==> src/rtl/bram_accessor_mc.sv <==
// bram_accessor_mc: streams N packed words from BRAM0 through LANES parallel
// arithmetic units (square / mul coef / pass / add coef) and writes the widened
// results to BRAM1, one word per cycle.
// Optional feature macro: BRAM_ACC_PERF_CNT_EN adds perf_cycles_o, a run-length
// cycle counter.
module bram_accessor_mc #(
  parameter int CNT_BIT       = 31,
  parameter int LANES         = 4,
  parameter int IN_DATA_WIDTH = 8,
  parameter int AWIDTH        = 8,
  parameter int RD_LATENCY    = 1,
  localparam int DWIDTH_1     = LANES * IN_DATA_WIDTH,
  localparam int DWIDTH_2     = 2 * DWIDTH_1
) (
  input  logic                     clk,
  input  logic                     reset_n,
  input  logic                     start_run_i,
  input  logic [CNT_BIT-1:0]       run_count_i,
  input  logic [1:0]               mode_i,
  input  logic [IN_DATA_WIDTH-1:0] coef_i,
  input  logic [AWIDTH-1:0]        src_base_i,
  input  logic [AWIDTH-1:0]        dst_base_i,
  input  logic [DWIDTH_1-1:0]      q_b0_i,
  output logic                     idle_o,
  output logic                     read_o,
  output logic                     write_o,
  output logic                     done_o,
  output logic                     err_o,
  output logic [AWIDTH-1:0]        addr_b0_o,
  output logic                     ce_b0_o,
  output logic                     we_b0_o,
  output logic [AWIDTH-1:0]        addr_b1_o,
  output logic                     ce_b1_o,
  output logic                     we_b1_o,
`ifdef BRAM_ACC_PERF_CNT_EN
  output logic [31:0]              perf_cycles_o,
`endif
  output logic [DWIDTH_2-1:0]      d_b1_o
);

  localparam int OW = 2 * IN_DATA_WIDTH;
  // Largest legal run: one full pass over the address space.
  localparam logic [CNT_BIT:0] MaxCnt = (CNT_BIT+1)'(1) << AWIDTH;

  typedef enum logic [1:0] {
    S_IDLE  = 2'd0,
    S_RUN   = 2'd1,
    S_DRAIN = 2'd2,
    S_DONE  = 2'd3
  } state_t;

  state_t                   state_q;
  logic [AWIDTH:0]          cnt_q;
  logic [AWIDTH:0]          rd_cnt_q;
  logic [AWIDTH:0]          wr_cnt_q;
  logic [1:0]               mode_q;
  logic [IN_DATA_WIDTH-1:0] coef_q;
  logic [AWIDTH-1:0]        src_q;
  logic [AWIDTH-1:0]        dst_q;
  logic [AWIDTH-1:0]        addr_b0_q;
  logic                     ce_b0_q;
  logic                     idle_q;
  logic                     done_q;
  logic                     err_q;
  logic [RD_LATENCY-1:0]    vld_pipe_q;
  logic                     we_b1_q;
  logic [AWIDTH-1:0]        addr_b1_q;
  logic [DWIDTH_2-1:0]      d_b1_q;
  logic [DWIDTH_2-1:0]      res_s;
  logic                     too_big_s;
  logic                     zero_s;
  logic                     accept_s;
  logic                     dat_vld_s;

  // One lane of arithmetic; operands are zero-extended so no result overflows.
  function automatic logic [OW-1:0] lane_op(input logic [1:0] mode,
                                            input logic [IN_DATA_WIDTH-1:0] x,
                                            input logic [IN_DATA_WIDTH-1:0] c);
    logic [OW-1:0] xe;
    logic [OW-1:0] ce;
    logic [OW-1:0] r;
    xe = {{IN_DATA_WIDTH{1'b0}}, x};
    ce = {{IN_DATA_WIDTH{1'b0}}, c};
    case (mode)
      2'd0:    r = xe * xe;
      2'd1:    r = xe * ce;
      2'd2:    r = xe;
      2'd3:    r = xe + ce;
      default: r = xe;
    endcase
    return r;
  endfunction

  assign too_big_s = {1'b0, run_count_i} > MaxCnt;
  assign zero_s    = (run_count_i == {CNT_BIT{1'b0}});
  assign accept_s  = (state_q == S_IDLE) && start_run_i && !too_big_s;
  assign dat_vld_s = vld_pipe_q[RD_LATENCY-1];

  // Combinational lane array over the current BRAM0 read word.
  always_comb begin
    res_s = {DWIDTH_2{1'b0}};
    for (int i = 0; i < LANES; i++) begin
      res_s[i*OW +: OW] = lane_op(mode_q, q_b0_i[i*IN_DATA_WIDTH +: IN_DATA_WIDTH], coef_q);
    end
  end

  // Control FSM: start/reject, read issue, drain wait and done pulse.
  always_ff @(posedge clk or negedge reset_n) begin
    if (!reset_n) begin
      state_q   <= S_IDLE;
      cnt_q     <= '0;
      rd_cnt_q  <= '0;
      mode_q    <= 2'd0;
      coef_q    <= '0;
      src_q     <= '0;
      dst_q     <= '0;
      addr_b0_q <= '0;
      ce_b0_q   <= 1'b0;
      idle_q    <= 1'b1;
      done_q    <= 1'b0;
      err_q     <= 1'b0;
    end else begin
      err_q  <= 1'b0;
      done_q <= 1'b0;
      case (state_q)
        S_IDLE: begin
          idle_q  <= 1'b1;
          ce_b0_q <= 1'b0;
          if (start_run_i) begin
            if (too_big_s) begin
              err_q <= 1'b1;
            end else begin
              cnt_q  <= run_count_i[AWIDTH:0];
              mode_q <= mode_i;
              coef_q <= coef_i;
              src_q  <= src_base_i;
              dst_q  <= dst_base_i;
              idle_q <= 1'b0;
              if (zero_s) begin
                state_q <= S_DONE;
                done_q  <= 1'b1;
              end else begin
                state_q   <= S_RUN;
                ce_b0_q   <= 1'b1;
                addr_b0_q <= src_base_i;
                rd_cnt_q  <= (AWIDTH+1)'(1);
              end
            end
          end
        end
        S_RUN: begin
          if (rd_cnt_q == cnt_q) begin
            ce_b0_q <= 1'b0;
            state_q <= S_DRAIN;
          end else begin
            addr_b0_q <= src_q + rd_cnt_q[AWIDTH-1:0];
            rd_cnt_q  <= rd_cnt_q + (AWIDTH+1)'(1);
          end
        end
        S_DRAIN: begin
          if (wr_cnt_q == cnt_q) begin
            state_q <= S_DONE;
            done_q  <= 1'b1;
          end
        end
        S_DONE: begin
          state_q  <= S_IDLE;
          idle_q   <= 1'b1;
          rd_cnt_q <= '0;
        end
        default: state_q <= S_IDLE;
      endcase
    end
  end

  // Write pipeline: tracks read latency, registers lane results and BRAM1 address.
  always_ff @(posedge clk or negedge reset_n) begin
    if (!reset_n) begin
      vld_pipe_q <= '0;
      wr_cnt_q   <= '0;
      we_b1_q    <= 1'b0;
      addr_b1_q  <= '0;
      d_b1_q     <= '0;
    end else begin
      vld_pipe_q[0] <= ce_b0_q;
      for (int i = 1; i < RD_LATENCY; i++) begin
        vld_pipe_q[i] <= vld_pipe_q[i-1];
      end
      if (dat_vld_s) begin
        we_b1_q   <= 1'b1;
        d_b1_q    <= res_s;
        addr_b1_q <= dst_q + wr_cnt_q[AWIDTH-1:0];
        wr_cnt_q  <= wr_cnt_q + (AWIDTH+1)'(1);
      end else begin
        we_b1_q <= 1'b0;
        if (state_q == S_IDLE) begin
          wr_cnt_q <= '0;
        end
      end
    end
  end

`ifdef BRAM_ACC_PERF_CNT_EN
  logic [31:0] perf_q;

  // Run-length counter: cleared on accepted start, counts every busy cycle.
  always_ff @(posedge clk or negedge reset_n) begin
    if (!reset_n) begin
      perf_q <= 32'd0;
    end else if (accept_s) begin
      perf_q <= 32'd0;
    end else if (state_q != S_IDLE) begin
      perf_q <= perf_q + 32'd1;
    end
  end

  assign perf_cycles_o = perf_q;
`endif

  assign idle_o    = idle_q;
  assign read_o    = ce_b0_q;
  assign write_o   = we_b1_q;
  assign done_o    = done_q;
  assign err_o     = err_q;
  assign addr_b0_o = addr_b0_q;
  assign ce_b0_o   = ce_b0_q;
  assign we_b0_o   = 1'b0;
  assign addr_b1_o = addr_b1_q;
  assign ce_b1_o   = we_b1_q;
  assign we_b1_o   = we_b1_q;
  assign d_b1_o    = d_b1_q;

endmodule

==> config.mk <==
export PLATFORM = sky130hd
export DESIGN_NAME = bram_accessor_mc
export DESIGN_NICKNAME = d
export VERILOG_FILES = /design/src/rtl/bram_accessor_mc.sv
export SDC_FILE = /design/constraint.sdc
export NUM_CORES = 1
export LEC_CHECK = 0
export ABC_AREA = 1
export BUFFER_PORTS_ARGS = -buffer_cell sky130_fd_sc_hd__buf_4
export CAP_MARGIN = 40
export CORE_ASPECT_RATIO = 0.9
export CORE_UTILIZATION = 40
export CTS_CLUSTER_SIZE = 14
export DETAILED_ROUTE_END_ITERATION = 6
export GPL_TIMING_DRIVEN = 0
export PLACE_DENSITY = 0.64
export SLEW_MARGIN = 25
export SYNTH_ARGS = -nofsm -noshare
export SYNTH_HDL_FRONTEND = slang
export SYNTH_SLANG_ARGS = --single-unit
==> constraint.sdc <==
create_clock -name clk -period 5.6 [get_ports clk]
set_input_delay 0.56 -clock clk [delete_from_list [all_inputs] [get_ports clk]]
set_output_delay 0.56 -clock clk [all_outputs]
set_load 0.05 [all_outputs]
==> flow_summary_export.csv <==
group,metric,value,unit
timing,rsz0062_at_grt,"false",
logic_synthesis,yosysSeqAreaShare,13.66,%
grt,grt_pass1_vias,23820,
detailed_routing,drtPass1Iterations,6,
grt,grt_util_all_layers,26.81,%
timing,setup_viol,0,
detailed_routing,wl_per_cell,17.45,um
finish,final_common_cell,"nand2_1",
cts,clkTransAtPathRegs,0.07,ns
logic_synthesis,synth_top_family_by_area,"adder cells",
timing,clock.fmax,0.1894,GHz
cts,h-tree-depth,4,
power_and_ir_drop,power.density,175.8,mW/mm^2
logic_synthesis,synth_xor_area_share,1.695,%
timing,worst_hold_slack,0.01967,ns
grt,antenna_found_initial,2,
logic_synthesis,synth_area,0.02584,sq mm
worst_setup_path,setup.worst_path.end_class,"flip-flop",
detailed_routing,post-route-drc-count,0,
run_status,status,"complete, no violations",
cts,cts_sinks,141,
cts,hold_buffers,0,
worst_setup_path,required,5.99,ns
grt,grt_overflow,0,
worst_setup_path,criticalPathCategory,"flip-flop to flip-flop",
worst_setup_path,cp_data_arrival_time,5.67,ns
finish,drive_above_1_share,6.973,%
logic_synthesis,synth_fa_ha_area_share,34.48,%
logic_synthesis,synthArstFlopShare,100.0,%
placement,gp_congestion,0.9635,
timing,min_period_over_period,94.30,%
finish,layout.cells.most_common_list,"nand2_1, inv_1, ha_1",
detailed_routing,drt_iter0_drc,2399,
worst_setup_path,path_max_fanout,19,
logic_synthesis,synth-simple-area-share,28.70,%
logic_synthesis,yosysWarnings,0,
timing,min_period,5.281,ns
power_and_ir_drop,irDropWorstVdd,227.5,uV
cts,ctsResizeCount,7,
detailed_routing,antenna_left,0,
timing,drv_slew,0,
logic_synthesis,ys_ff_latch,141,
cts,clock_latency,0.46,ns
cts,root_buffer,"clkbuf_16",
floorplanning,io_pins,181,
detailed_routing,vias,24910,
logic_synthesis,synthMuxAreaShare,0.1162,%
timing,relSlewSlack,43.08,%
power_and_ir_drop,power,5.111,mW
job,cap_violations,0,
floorplanning,core_area,0.06397,sq mm
floorplanning,fp.dieArea,0.06561,sq mm
logic_synthesis,syn-num-nets,4547,
timing,setup_tns,0,ns
finish,antennaDiodeCount,0,
placement,hpwl,70.23,mm
floorplanning,die_h,243.1,um
grt,grt_max_degree,82,
power_and_ir_drop,leakagePower,18.81,nW
detailed_routing,viasPerCell,5.010,
finish,area_growth,12.54,%
timing,hold_viol,0,
logic_synthesis,synth_compound_area_share,5.225,%
floorplanning,row_count,88,
cts,clockBufferDepth,2,
logic_synthesis,synth-edff-count,0,
floorplanning,start_util,40.39,%
cts,cts_tree,"done",
hold_path,hp-class,"primary input to asynchronous set/reset pin",
detailed_routing,wirelength,86.75,mm
cts,postCtsSetupBuffers,0,
logic_synthesis,ys.flop_type,"dfrtp_1",
timing,fin_worst_skew,0.01577,ns
placement,port_buffers,179,
logic_synthesis,synth_cell_types,41,
cts,cts_buffers,17,
worst_setup_path,start_kind,"flip-flop",
finish,layout.nets,4757,
grt,grt_pass1_wl,135.7,mm
timing,tightest_slew,0.8539,ns
logic_synthesis,synthCells,3893,
floorplanning,die_w,269.9,um
logic_synthesis,synth.avg_cell_area,6.637,sq um
==> Yosys cell counts, types with 2 or more instances <==
| cell | number | area [sq um] |
|---|---|---|
| a21oi_1 | 96 | 480.5 |
| a221oi_1 | 10 | 87.58 |
| a31oi_1 | 11 | 68.82 |
| buf_1 | 12 | 45.04 |
| buf_2 | 10 | 50.05 |
| buf_4 | 7 | 52.55 |
| buf_6 | 4 | 45.04 |
| clkbuf_1 | 94 | 352.8 |
| clkinv_1 | 2 | 7.510 |
| dfrtp_1 | 140 | 3503 |
| fa_1 | 250 | 5005 |
| ha_1 | 312 | 3904 |
| inv_1 | 960 | 3603 |
| mux2i_1 | 3 | 30.03 |
| nand2_1 | 1257 | 4718 |
| nand2_2 | 3 | 18.77 |
| nand3_1 | 256 | 1281 |
| nand3_2 | 2 | 20.02 |
| nand3b_1 | 23 | 172.7 |
| nand4_1 | 62 | 387.9 |
| nor2_1 | 174 | 653.1 |
| nor2_4 | 3 | 33.78 |
| nor3_1 | 6 | 30.03 |
| o211ai_1 | 8 | 60.06 |
| o21ai_0 | 95 | 475.5 |
| o21ai_1 | 6 | 30.03 |
| o21ai_2 | 6 | 52.55 |
| o22ai_1 | 10 | 62.56 |
| or2_2 | 11 | 68.82 |
| xnor2_1 | 27 | 236.5 |
| xor2_1 | 23 | 201.4 |
==> where the power goes <==
| group | switching (mW) | leakage [nW] | internal, mW |
|---|---|---|---|
| logic | 1.83 | 16.7 | 0.941 |
| registers | 0.0554 | 1.81 | 1.08 |
| clock network | 0.528 | 0.284 | 0.677 |
| total | 2.42 | 18.8 | 2.69 |
==> cell type report <==
type	instances	area, sq um
Multi-Input combinational cell	2662	18150
Clock inverter	13	156.4
Inverter	963	3615
Timing Repair Buffer	195	1570
Sequential cell	141	3532
Buffer	123	543.0
Clock buffer	19	442.9
Tap cell	855	1070
Fill cell	6683	34900
==> sequential cells by signal, indices dropped and copies added, names as in the netlist <==
signal and cells:
err_o 1, src_q 8, addr_b0_o 8, dst_q 8, wr_cnt_q 9, dat_vld_s 1, addr_b1_o 8, coef_q 8
rd_cnt_q 9, idle_o 1, cnt_q 9, d_b1_o 64, ce_b0_o 1, mode_q 2, done_o 1, state_q 2
ce_b1_o 1
==> path summary, 6_finish.rpt <==
path	from	to	slack, ns	depth (start not counted)
worst max register to register	coef_q[6]$_DFFE_PN0P_	d_b1_o[15]$_DFFE_PN0P_	0.32	21
worst max-delay path	coef_q[6]$_DFFE_PN0P_	d_b1_o[15]$_DFFE_PN0P_	0.32	21
max in group asynchronous	reset_n	d_b1_o[52]$_DFFE_PN0P_	4.75	2
min in group clk	dst_base_i[4]	dst_q[4]$_DFFE_PN0P_	0.30	3
worst min register to register	dat_vld_s$_DFF_PN0_	ce_b1_o$_DFF_PN0_	0.47	0
worst min-delay path	reset_n	state_q[0]$_DFFE_PN0P_	0.02	1
==> cell families (layout without fill, tap and decap cells) <==
| kind of cell | count (synthesis) | after routing |
|---|---|---|
| flip-flops | 141 | 141 |
| adder cells (fa/ha/maj) | 562 | 562 |
| multiplexers | 3 | 3 |
| other | 1 | 1 |
| AND/OR/NAND/NOR | 1800 | 1800 |
| buffers and inverters | 1090 | 1313 |
| XOR/XNOR | 50 | 50 |
| AO/OA/AOI/OAI | 246 | 246 |
==> critical path: stages (launching register included) <==
cell	delay, ns
dfrtp_1	0.71
clkbuf_2	0.70
nand2_1	0.10
inv_1	0.10
fa_1	0.46
fa_1	0.56
fa_1	0.56
inv_1	0.06
fa_1	0.54
inv_1	0.05
ha_1	0.36
nand2_1	0.14
inv_1	0.05
nand2_1	0.10
nand2_1	0.06
nand2_1	0.07
nand3_1	0.08
nand2_1	0.07
nand3_1	0.15
nand2_1	0.15
nand2_1	0.06
nand2_1	0.08
==> per-stage QoR <==
stage,setup slack (ns),util (%),area (sq um),std cells
floorplan,1.156,-,25840,3893
global placement,-0.5934,44.16,28250,4927
detailed placement,-0.3059,44.50,28470,4942
CTS,0.03411,45.44,29070,4973
global route,0.1157,45.45,29080,4971
finish,0.3194,45.45,29080,4971
==> metal layers <==
| layer | track usage [%] | share of wire, % |
|---|---|---|
| met5 | 0 | 0 |
| met2 | 42.34 | 44 |
| met3 | 3.858 | 8.1 |
| met1 | 37.36 | 44 |
| met4 | 9.191 | 3.4 |
Note: power is estimated with default switching activity, not from simulation.
